`config.mk`:
```
export PLATFORM = sky130hd
export DESIGN_NAME = sync_fifo_prog
export DESIGN_NICKNAME = d
export VERILOG_FILES = /design/src/rtl/sync_fifo_prog.sv
export SDC_FILE = /design/constraint.sdc
export NUM_CORES = 1
export LEC_CHECK = 0
export CAP_MARGIN = 10
export CELL_PAD_IN_SITES_DETAIL_PLACEMENT = 1
export CELL_PAD_IN_SITES_GLOBAL_PLACEMENT = 1
export CORE_ASPECT_RATIO = 1.1
export CORE_MARGIN = 2
export CORE_UTILIZATION = 53
export DETAILED_ROUTE_END_ITERATION = 10
export PLACE_DENSITY = 0.87
export SYNTH_ARGS = -nofsm -noshare
export SYNTH_HDL_FRONTEND = slang
export SYNTH_SLANG_ARGS = --single-unit
```
`constraint.sdc`:
```
create_clock -name clk -period 8.9 [get_ports clk]
set_input_delay 1.78 -clock clk [delete_from_list [all_inputs] [get_ports clk]]
set_output_delay 1.78 -clock clk [all_outputs]
set_load 0.02 [all_outputs]
```
`src/rtl/sync_fifo_prog.sv`:
```
// Single-clock FIFO with registered read data, one-cycle handshake/error pulses,
// synchronous flush and live-programmable almost-full/almost-empty thresholds.
`timescale 1ns/1ps
module sync_fifo_prog #(
  parameter int FIFO_WIDTH = 16,
  parameter int FIFO_DEPTH = 8,
  localparam int AW = $clog2(FIFO_DEPTH)
) (
  input  logic                  clk,
  input  logic                  rst_n,
  input  logic [FIFO_WIDTH-1:0] data_in,
  input  logic                  wr_en,
  input  logic                  rd_en,
  input  logic                  flush,
  input  logic [AW:0]           af_thresh,
  input  logic [AW:0]           ae_thresh,
  output logic [FIFO_WIDTH-1:0] data_out,
  output logic                  rd_valid,
  output logic                  wr_ack,
  output logic                  overflow,
  output logic                  underflow,
  output logic                  full,
  output logic                  empty,
  output logic                  almostfull,
  output logic                  almostempty,
  output logic [AW:0]           count
);

  localparam logic [AW:0] DEPTH_C = (AW+1)'(FIFO_DEPTH);

  logic [FIFO_WIDTH-1:0] mem [FIFO_DEPTH];
  logic [AW-1:0]         wr_ptr;
  logic [AW-1:0]         rd_ptr;
  logic                  wr_accept;
  logic                  rd_accept;

  always_comb begin
    full        = (count == DEPTH_C);
    empty       = (count == '0);
    // A threshold above the depth can never be reached, so almostfull stays low.
    almostfull  = (count >= af_thresh);
    almostempty = (count <= ae_thresh);
    wr_accept   = wr_en && !full  && !flush;
    rd_accept   = rd_en && !empty && !flush;
  end

  // Storage carries no reset; stale words are unreachable once pointers clear.
  always_ff @(posedge clk) begin
    if (wr_accept) mem[wr_ptr] <= data_in;
  end

  always_ff @(posedge clk or negedge rst_n) begin
    if (!rst_n) begin
      wr_ptr    <= '0;
      rd_ptr    <= '0;
      count     <= '0;
      data_out  <= '0;
      wr_ack    <= 1'b0;
      rd_valid  <= 1'b0;
      overflow  <= 1'b0;
      underflow <= 1'b0;
    end else if (flush) begin
      wr_ptr    <= '0;
      rd_ptr    <= '0;
      count     <= '0;
      wr_ack    <= 1'b0;
      rd_valid  <= 1'b0;
      overflow  <= 1'b0;
      underflow <= 1'b0;
    end else begin
      wr_ack    <= wr_accept;
      rd_valid  <= rd_accept;
      overflow  <= wr_en && full;
      underflow <= rd_en && empty;
      if (wr_accept) wr_ptr <= wr_ptr + 1'b1;
      if (rd_accept) begin
        rd_ptr   <= rd_ptr + 1'b1;
        data_out <= mem[rd_ptr];
      end
      unique case ({wr_accept, rd_accept})
        2'b10:   count <= count + 1'b1;
        2'b01:   count <= count - 1'b1;
        default: count <= count;
      endcase
    end
  end

endmodule

```
Yosys cells after proc, flatten, opt, wreduce, memory -nomap -nowiden:

Memory sizes are Yosys's and may differ from the RTL's. A register that Yosys moved wholly into a read port is not among the register bits.
Index checks and enable logic that the tools add are counted.

* memories: 1
* output and inout port bits: 28
* logic and storage cells: 45
* RAM bits: 128
* register bits after elaboration: 14

Memory list
* mem: words 8, bits a word 16, read ports 1, clocked after memory_dff 1, wr ports 1, line 31 `logic [FIFO_WIDTH-1:0] mem [FIFO_DEPTH];`

* reductions and logical operators: 15
* add/sub/neg operators: 4
* eq/ne operators: 3
* mux-type cells: 12
* magnitude comparators: 2
* bitwise operators: 1

Operators by type and width (number)
* 2-to-1 mux 3 bit: 4
* case mux 4 bit (2 select lines): 1
* adder 3 x 1 -> 3 bit, second input constant: 2
* logical AND 1 bit: 6
* 2-to-1 mux 1 bit: 6
* adder 4 x 1 -> 4 bit, second input constant: 1
* equality test 4 bit, second input constant: 1
* greater-or-equal comparator 4 bit: 1
* <= comparator 4 bit: 1
* zero test 1 bit: 4
* zero test 4 bit: 1
* 2-to-1 mux 4 bit: 1
* nonzero test 2 bit: 2
* subtractor 4 x 1 -> 4 bit, second input constant: 1
* nonzero test 3 bit: 1
* equality test 2 x 1 -> 1 bit, second input constant: 1
* equality test 2 bit, second input constant: 1
* AND reduction 2 bit: 1
* inverter 1 bit: 1

Longest topological paths before layout:

Gate-level depths: netlist (run 1).

* depth after elaboration: 7
* mapped depth: 9
* depth with buffers taken out: 9

Least setup slack after synthesis (run 1):

OpenSTA, ideal clock, no wires.

* path kind: input to output
* from: in ae_thresh[1]
* to: out almostempty
* arrival time: 2.738 ns
* cell stages on the path: 7
* path buffers: 0
* path slack: 4.382 ns
* path through: inv_1 > ha_1 > nor2b_1 > o21ai_0 > nand2b_1 > a21oi_1 > a41o_1

* word-level cells in the longest chain between the ends: 1

RTL lines
* from (decl): line 16 `input logic [AW:0] ae_thresh,`
* <= comparator 4 bit: line 42 `almostempty = (count <= ae_thresh);`
* to (decl): line 25 `output logic almostempty,`

No other way between the ends.

Worst setup path after layout (run 1):

Ends and elaborated chain as after synthesis.

==> results of run 1 <==
flip-flops by register name, indices dropped and copies added (netlist names):
register and count:
data_out 16, count 4, overflow 1, wr_ack 1, mem 128, underflow 1, wr_ptr 3, rd_valid 1
rd_ptr 3
placed cells by master, fill, tap and decap left out, types with 5 or more instances in the layout:
| master | Yosys | final |
|---|---|---|
| edfxtp_1 | 128 | 128 |
| a21oi_1 | 21 | 21 |
| clkinvlp_4 | 0 | 5 |
| clkdlybuf4s50_1 | 0 | 56 |
| inv_1 | 11 | 11 |
| ha_1 | 12 | 12 |
| mux2i_1 | 18 | 18 |
| mux4_2 | 32 | 32 |
| nand2b_1 | 7 | 7 |
| dfrtp_1 | 30 | 29 |
| clkbuf_16 | 0 | 17 |
| nand2_1 | 13 | 13 |
| nor2_1 | 25 | 22 |
area by class of cell:
type                       instances  area [µm²]
fill                             989        3921
inverter                          12       45.04
timing repair buffer              60       590.6
clock inverter                    12       98.84
clock buffer                      20       436.7
multi-input combinational        160        1667
sequential                       158        4596
tap                              150       187.7
power groups by stage:
| stage | Combinational [mW] | Sequential (mW) | Clock (mW) |
|---|---|---|---|
| global placement | 0.551 | 0.946 | 0 |
| CTS | 0.586 | 0.940 | 0.663 |
| detailed placement | 0.577 | 0.954 | 0 |
| floorplan | 0.320 | 0.981 | 0 |
| finish | 0.579 | 0.939 | 0.654 |
| global route | 0.625 | 0.950 | 0.691 |
per-stage QoR:
stage          setup slack [ns]  hold WS (ns)  power [mW]
2_1_floorplan             4.382        0.5736       1.301
3_3_place_gp              3.392        0.5083       1.497
3_5_place_dp              3.264        0.5191       1.531
4_1_cts                   3.259        0.5320       2.189
5_1_grt                   3.163        0.5786       2.265
6_report                  3.275        0.5286       2.171
metal layers:
layer  wire length (µm)  vias up  part of all wire  track usage
met5                  0        -                 0            0
met4                223        0             0.017      0.07292
li1                   -     1472                 -            -
met3                502       19             0.037      0.06122
met1               5576     1763              0.41       0.2901
met2               7210       82              0.53       0.3958
logic make-up (layout without fill, tap and decap cells):
family | Yosys count | count (layout) | share of synthesized area
AOI/OAI and AO/OA | 32 | 32 | 0.03074
xor gates and xnor gates | 5 | 5 | 0.008130
adders and majority gates | 12 | 12 | 0.02379
buffers and inverters | 27 | 104 | 0.01705
DFF | 158 | 158 | 0.7281
muxes | 50 | 50 | 0.1428
and+or+nand+nor | 61 | 61 | 0.04938
how the worst max path moves through the flow:
stage                        to    startpoint  depth (start not counted)
floorplan           almostempty  ae_thresh[1]                          7
global placement    almostempty  ae_thresh[1]                          9
detailed placement  almostempty  ae_thresh[1]                          9
CTS                 almostempty  ae_thresh[1]                          9
global route        almostempty  ae_thresh[1]                          9
finish              almostempty  ae_thresh[1]                          9
worst register-to-register path, stage by stage (launching register included):
cell and delay [ns]:
dfrtp_1 0.56, or4b_1 0.35, nand3_4 0.23, inv_1 0.18
nand2_1 0.19, nor2_2 0.97
==> impl_results.md, run 1 <==
- Most frequent cell after synthesis: edfxtp_1
- Async SR Flop Fraction: 0.1899
- RR Startpoint: count[1]$_DFFE_PN0P_
- Initial Util: 0.5467
- Share of cells above drive strength 1: 0.1872
- Setup slack, reg-to-reg: 6.03 ns
- Final WL: 13,510 µm
- P_sw: 0.6369 mW
- Mean Syn Cell Area: 18.29 µm²
- Final cycle utilization of the critical path: 0.6320
- Vias in the first global route: 3,693
- I/O pin total: 57
- Seq pwr share: 0.432
- Total global-route track usage: 0.2321
- Final setup viols: 0
- Max-cap check violation count: 0
- Final Core Density: 0.6603
- Post-place instance area: 7086 µm²
- Worst Path Max Fanout: 2
- Design Area, Final: 7621 µm²
- Post-cts repair resize count: 0
- Combinational power share: 0.267
- Die span in y: 118.4 µm
- Cell count of the worst reg-to-reg path: 5
- Min-delay src: data_out[7]$_DFFE_PN0P_
- Hold path depth: 2
- H-Tree Depth: 4
- Clock tree buffer depth: 2
- Die area: 12,800 µm²
- Synth-to-Final Area Change: 20.78%
- Worst Hold End: data_out[7]$_DFFE_PN0P_
- Detail Route Antenna Nets: 0
- Crit path DAT: 3.84 ns
- Leak: 2.587 nW
- Slew Limit Headroom: 0.2195
- GPL Wtd Cong: 0.7183
- Sequential area share after synthesis: 0.7281
- Worst min-delay path class: reg2reg
- Most common cell on crit path: clkdlybuf4s50_1
- Routed len/inst: 23.62 µm
- Hpwl dp: 8168 µm
- Row count: 41
- PortBufs: 56
- Critical-path cell list: clkdlybuf4s50_1 > inv_1 > ha_1 > nor2b_1 > o21ai_0 > nand2b_1 > a21oi_1 > a41o_1 > clkdlybuf4s50_1
- Setup Crit Path Kind: in2out
- Global-route wire length before repair: 21,210 µm
- Worst setup EP type: output pin
- Actual slew at the worst max-slew pin: 1.170 ns
- Syn Std Cell Area: 6310 µm²
- CP max stage cell: clkdlybuf4s50_1
- Clock power frac: 0.301
- Syn Nets: 386
- YS warnings: 0
- NumNets Final: 450
- Ant. Diodes: 0
- Status: completed
- Cell family with most CP delay: buffers and inverters
- Antenna violations before repair: 0
- Hold Violations, Final: 0
- Clock Sinks: 158
- Hold Buf Count CTS: 0
- Post-synth EDFFs: 128
- Power Density: 284.8 nW/µm²
- Tmin final: 5.625 ns
- Startpoint types: primary input
- Primary FF master, synth: edfxtp_1
- RSZ-0062 raised after global routing: no
- Max IR drop VDD: 225.2 µV
- CP Buf/Inv Count: 3
- Remaining Overflow, GRT: 0
- Setup_tns: 0 ns
- Clk_lat worst skew: 0.42 ns
- Core area: 11,540 µm²
- R2R Path End: mem[3][6]$_DFFE_PP_
- Setup Fix Bufs, Post-CTS: 0
- Synth area leaders: edfxtp_1, dfrtp_1, mux4_2
- Largest net degree at the start of global routing: 37
- Cell count after placement: 540
- Cells after synthesis: 345
- Max Clk Rate: 177.8 MHz
- Drt drc: 0
- Yosys top cell area share: 0.6092
- Sw Ratio: 0.2934
- CTS tree: yes
- Vias per cell: 5.832
- Worst path required time: 7.12 ns
- CTS root buffer: clkbuf_16
- Fin cells: 572
- CTS Buf Count: 17
- Pint: 1.534 mW
- DR iter-0 viols: 233
- Worst-path clk slew: 0.06 ns
- Max-slew violation count: 0
- Leading area contributor after synthesis: edfxtp_1
- Slowest cell delay on critical path: 0.59 ns
- Synth cell count leaders: edfxtp_1, mux4_2, dfrtp_1
- Yosys reg bits: 158
- Detailed-route via count: 3,336
- Die width: 108.0 µm
- Router iterations before antenna repair: 5
- Yosys cell types: 33
- Clk_skew: 0.007827 ns
(Power assumes the default switching activity.)
==> inputs of run 2 (changes only) <==
--- a/config.mk
+++ b/config.mk
@@ -10,9 +10,9 @@
 export CELL_PAD_IN_SITES_GLOBAL_PLACEMENT = 1
 export CORE_ASPECT_RATIO = 1.1
 export CORE_MARGIN = 2
-export CORE_UTILIZATION = 53
+export CORE_UTILIZATION = 49
 export DETAILED_ROUTE_END_ITERATION = 10
-export PLACE_DENSITY = 0.87
+export PLACE_DENSITY = 0.82
 export SYNTH_ARGS = -nofsm -noshare
 export SYNTH_HDL_FRONTEND = slang
 export SYNTH_SLANG_ARGS = --single-unit
==> constraint.sdc (replaced) <==
create_clock -name clk -period 5.4 [get_ports clk]
set_input_delay 1.08 -clock clk [delete_from_list [all_inputs] [get_ports clk]]
set_output_delay 1.08 -clock clk [all_outputs]
set_load 0.02 [all_outputs]
==> run 2 against run 1 <==
Clock skew up 0.0037 ns. Die area up 7.9%. Sequential share of layout area down 0.68 points. Sequential cell count unchanged. Clock-buffer cell count down 1. Worst setup slack worse by 2.0 ns. Clock power up 85%. First-iteration DRC count down 4.3%. Final cell count up 1.7%. Combinational power up 63%. Design area up 1.2%. Critical path type unchanged. Critical endpoint unchanged. Highest routed layer unchanged.
==> impl_results.md, run 2 (synthesis gave the netlist of run 1 again) <==
- Remaining Overflow, GRT: 0
- Hpwl dp: 8827 µm
- RSZ-0062 raised after global routing: no
- Worst-path clk slew: 0.06 ns
- I/O pin total: 57
- Power Density: 481.5 nW/µm²
- Ant. Diodes: 0
- Tmin final: 4.152 ns
- Synth-to-Final Area Change: 22.19%
- Initial Util: 0.5012
- Worst Path Max Fanout: 2
- Global-route wire length before repair: 22,610 µm
- Multi-input gate area: 1653 µm²
- CP max stage cell: clkdlybuf4s50_1
- Max IR drop VDD: 279.1 µV
- Setup_tns: 0 ns
- Die width: 112.2 µm
- CTS root buffer: clkbuf_16
- Post-cts repair resize count: 0
- Setup Fix Bufs, Post-CTS: 0
- Final cycle utilization of the critical path: 0.7689
- Most frequent cells in the layout: edfxtp_1, clkdlybuf4s50_1, mux4_2
- Leak: 2.642 nW
- CTS Buf Count: 17
- Post-layout worst setup margin: 1.248 ns
- Setup slack after placement: 1.231 ns
- PnR Total Power: 3.712 mW
- Worst Hold End: data_out[15]$_DFFE_PN0P_
- Clk_skew: 0.01155 ns
- Router iterations before antenna repair: 4
- Final setup viols: 0
- Detail Route Antenna Nets: 0
- Setup Crit Path Kind: in2out
- Row count: 43
- Most common cell on crit path: clkdlybuf4s50_1
- Max Clk Rate: 240.8 MHz
- Die span in y: 123.0 µm
- NumNets Final: 453
- Worst path required time: 4.32 ns
- Slowest cell delay on critical path: 0.60 ns
- Cell family with most CP delay: buffers and inverters
- Hold path depth: 2
- Slew Limit Headroom: 0.2103
- Max-slew violation count: 0
- Post-place instance area: 7104 µm²
- Setup slack, reg-to-reg: 2.58 ns
- Hold Buf Count CTS: 0
- Total global-route track usage: 0.2312
- CTS tree: yes
- GPL Wtd Cong: 0.7883
- Worst setup EP type: output pin
- Startpoint types: primary input
- Register area: 4597 µm²
- Actual slew at the worst max-slew pin: 1.185 ns
- Clock Sinks: 158
- Crit path DAT: 3.07 ns
- Hold Violations, Final: 0
- Final Core Density: 0.6124
- Antenna violations before repair: 0
- Commonest non-fill, non-tap cell in the layout: edfxtp_1
- Vias per cell: 5.808
- Core area: 12,590 µm²
- CP Buf/Inv Count: 3
- Vias in the first global route: 3,882
- Clock tree buffer depth: 2
- Worst min-delay path class: reg2reg
- Design Area, Final: 7710 µm²
- Critical-path cell list: clkdlybuf4s50_1 > inv_1 > ha_1 > nor2b_1 > o21ai_0 > nand2b_1 > a21oi_1 > a41o_1 > clkdlybuf4s50_1
- Fillers: 1,125
- Cell count of the worst reg-to-reg path: 6
- Share of cells above drive strength 1: 0.1929
- Clk_lat worst skew: 0.42 ns
- Drt drc: 0
- RR Startpoint: count[1]$_DFFE_PN0P_
- R2R Path End: mem[3][4]$_DFFE_PP_
- Detailed-route via count: 3,380
- Status: completed
- Biggest register: mem
- Cell count after placement: 550
- DR iter-0 viols: 223
- Final WL: 14,660 µm
- Fin cells: 582
- Max-cap check violation count: 0
- Die area: 13,800 µm²
- H-Tree Depth: 4
- PortBufs: 56
- Routed len/inst: 25.19 µm
- Largest net degree at the start of global routing: 37
- Biggest regs: mem x128, data_out x16, count x4
- Max reg flops: 128
- Min-delay src: data_out[15]$_DFFE_PN0P_
- Hold WS: 0.5270 ns
run 2: changes by cell type in the layout (fill, tap and decap cells not counted), moves of 2 or more:
cell | previous run | this run
inv_6 | 0 | 3
clkinv_2 | 3 | 0
nor2_2 | 3 | 0
buf_4 | 4 | 7
clkbuf_1 | 3 | 1
nor2_1 | 22 | 25
bufinv_16 | 1 | 3
run 2: area by class of cell:
| type | instances | area share |
|---|---|---|
| Sequential cell | 158 | 0.5962 |
| Multi-Input combinational cell | 160 | 0.2144 |
| Timing Repair Buffer | 63 | 0.07952 |
| Clock buffer | 19 | 0.05745 |
| Tap cell | 157 | 0.02548 |
| Clock inverter | 13 | 0.02110 |
| Inverter | 12 | 0.005842 |
run 2: worst max path at each step:
stage | from | end | slack (ns) | cells after the start
2_1_floorplan | flush | mem[0][0]$_DFFE_PP_ | 1.85 | 4
3_3_place_gp | ae_thresh[1] | almostempty | 1.29 | 9
3_5_place_dp | ae_thresh[1] | almostempty | 1.23 | 9
4_1_cts | ae_thresh[1] | almostempty | 1.23 | 9
5_1_grt | ae_thresh[1] | almostempty | 1.12 | 9
6_report | ae_thresh[1] | almostempty | 1.25 | 9
run 2: worst min-delay path: stages (launching register included):
cell,delay (ns)
dfrtp_1,0.34
nor2_1,0.05
a21oi_1,0.10
run 2: where the power goes:
| group | internal, mW | total, mW | switching (mW) |
|---|---|---|---|
| registers | 1.43 | 1.56 | 0.122 |
| logic | 0.466 | 0.944 | 0.477 |
| clock network | 0.740 | 1.21 | 0.472 |
run 2: routing by layer:
| metal | global-route usage | routed length, µm | vias to the layer above |
|---|---|---|---|
| met1 | 0.2742 | 5637 | 1741 |
| met3 | 0.05637 | 866 | 36 |
| met2 | 0.3938 | 7602 | 118 |
| li1 | - | - | 1485 |
| met5 | 0 | 0 | - |
| met4 | 0.1258 | 554 | 0 |
==> inputs of run 3 (changes only) <==
==> constraint.sdc (replaced) <==
create_clock -name clk -period 3.95 [get_ports clk]
set_input_delay 0.79 -clock clk [delete_from_list [all_inputs] [get_ports clk]]
set_output_delay 0.79 -clock clk [all_outputs]
set_load 0.02 [all_outputs]
==> run 3 against run 2 <==
Total power is 34% higher. Wire length fell by 1.9%. Sequential share of layout area down 0.058 points. Via count grew 1.2%. Worst setup slack lost 0.93 ns.
==> impl_results.md, run 3 (synthesis gave the netlist of run 1 again) <==
- Sw Ratio: 0.2905
- Most frequent cells in the layout: edfxtp_1, clkdlybuf4s50_1, mux4_2
- Biggest regs: mem x128, data_out x16, count x4
- Clk_lat worst skew: 0.43 ns
- Commonest non-fill, non-tap cell in the layout: edfxtp_1
- DR iter-0 viols: 261
- Routed len/inst: 24.37 µm
- Hold Violations, Final: 0
- Final WL: 14,380 µm
- Share of cells above drive strength 1: 0.2102
- Hold WS: 0.5365 ns
- Setup slack, reg-to-reg: 1.26 ns
- Setup Fix Bufs, Post-CTS: 0
- Largest net degree at the start of global routing: 35
- Setup slack after placement: 0.3009 ns
- Slowest cell delay on critical path: 0.60 ns
- Tmin final: 3.630 ns
- Core area: 12,590 µm²
- CP max stage cell: clkdlybuf4s50_1
- Setup_tns: 0 ns
- CTS root buffer: clkbuf_16
- Vias per cell: 5.798
- Worst Path Max Fanout: 2
- GPL Wtd Cong: 0.7259
- Die span in y: 123.0 µm
- Max IR drop VDD: 371.8 µV
- CTS tree: yes
- Combinational power share: 0.251
- Detailed-route via count: 3,421
- Remaining Overflow, GRT: 0
- H-Tree Depth: 4
- Worst setup EP type: output pin
- Row count: 43
- Setup Crit Path Kind: in2out
- Max reg flops: 128
- Seq pwr share: 0.436
- Critical-path cell list: clkdlybuf4s50_1 > inv_1 > ha_1 > nor2b_1 > o21ai_0 > nand2b_1 > a21oi_1 > a41o_1 > clkdlybuf4s50_1
- Drt drc: 0
- Hold Buf Count CTS: 0
- Die width: 112.2 µm
- PortBufs: 56
- Clock Sinks: 158
- Detail Route Antenna Nets: 0
- Global-route wire length before repair: 22,400 µm
- Router iterations before antenna repair: 4
- Crit path DAT: 2.84 ns
- Hpwl dp: 8695 µm
- Cell count after placement: 558
- Post-place instance area: 7146 µm²
- Actual slew at the worst max-slew pin: 1.192 ns
- CTS Buf Count: 17
- Worst min-delay path class: reg2reg
- NumNets Final: 461
- I/O pin total: 57
- Final setup viols: 0
- Post-layout worst setup margin: 0.3203 ns
- Total global-route track usage: 0.2259
- Initial Util: 0.5012
- Slew Limit Headroom: 0.2054
- Status: completed
- Ant. Diodes: 0
- Cell count of the worst reg-to-reg path: 8
- P_sw: 1.446 mW
- Max-slew violation count: 0
- Max Clk Rate: 275.5 MHz
- Startpoint types: primary input
- Design Area, Final: 7717 µm²
- Synth-to-Final Area Change: 22.31%
- Clock power frac: 0.313
- Hold path depth: 2
- PnR Total Power: 4.977 mW
- Pint: 3.531 mW
- RSZ-0062 raised after global routing: no
- Antenna violations before repair: 0
- Most common cell on crit path: clkdlybuf4s50_1
- Fin cells: 590
- Vias in the first global route: 3,897
- Power Density: 644.9 nW/µm²
- Final cycle utilization of the critical path: 0.9189
- Worst-path clk slew: 0.06 ns
- Leak: 2.674 nW
- Max-cap check violation count: 0
- Post-cts repair resize count: 0
- Worst path required time: 3.16 ns
- Clock tree buffer depth: 2
- Clk_skew: 0.01565 ns
- Die area: 13,800 µm²
- Biggest register: mem
- Final Core Density: 0.6130
-- run 3: changes by cell type in the layout (fill, tap and decap cells not counted), sizes merged --
cell,previous run,this run
buf,7,15
bufinv,3,1
clkbuf,19,22
clkinv,3,6
clkinvlp,4,3
inv,15,12
-- run 3: cell type report --
class / instances / area, µm²
fill: 1133 / 4872
sequential: 158 / 4597
multi-input combinational: 160 / 1634
timing repair buffer: 71 / 673.1
clock buffer: 22 / 485.5
tap: 157 / 196.4
clock inverter: 10 / 86.33
inverter: 12 / 45.04
-- run 3: worst paths after layout --
check,end,startpoint
setup reg to reg,count[3]$_DFFE_PN0P_,count[1]$_DFFE_PN0P_
hold reg to reg,data_out[2]$_DFFE_PN0P_,data_out[2]$_DFFE_PN0P_
max in group asynchronous,rd_ptr[1]$_DFFE_PN0P_,rst_n
min in group asynchronous,rd_valid$_DFF_PN0_,rst_n
setup / recovery,almostempty,ae_thresh[1]
hold / removal,data_out[2]$_DFFE_PN0P_,data_out[2]$_DFFE_PN0P_
-- run 3: power groups by stage --
stage | logic (mW) | registers, mW | clock network (mW)
6_report | 1.25 | 2.17 | 1.56
5_1_grt | 1.36 | 2.20 | 1.65
4_1_cts | 1.27 | 2.18 | 1.59
3_5_place_dp | 1.25 | 2.20 | 0
3_3_place_gp | 1.20 | 2.19 | 0
2_1_floorplan | 0.721 | 2.21 | 0
-- run 3: per-layer routing --
metal	GRT usage	vias to the layer above	part of all wire
met5	0	-	0
met4	0.1059	0	0.028
met3	0.06029	31	0.049
met2	0.3833	111	0.52
met1	0.2734	1789	0.40
li1	-	1490	-
-- run 3: critical path: cells and delay by family --
kind,cells,cell delay [ns]
buffers and inverters,3,1.10
AO/OA/AOI/OAI,3,0.42
adder cells (fa/ha/maj),1,0.30
AND/OR/NAND/NOR,2,0.22
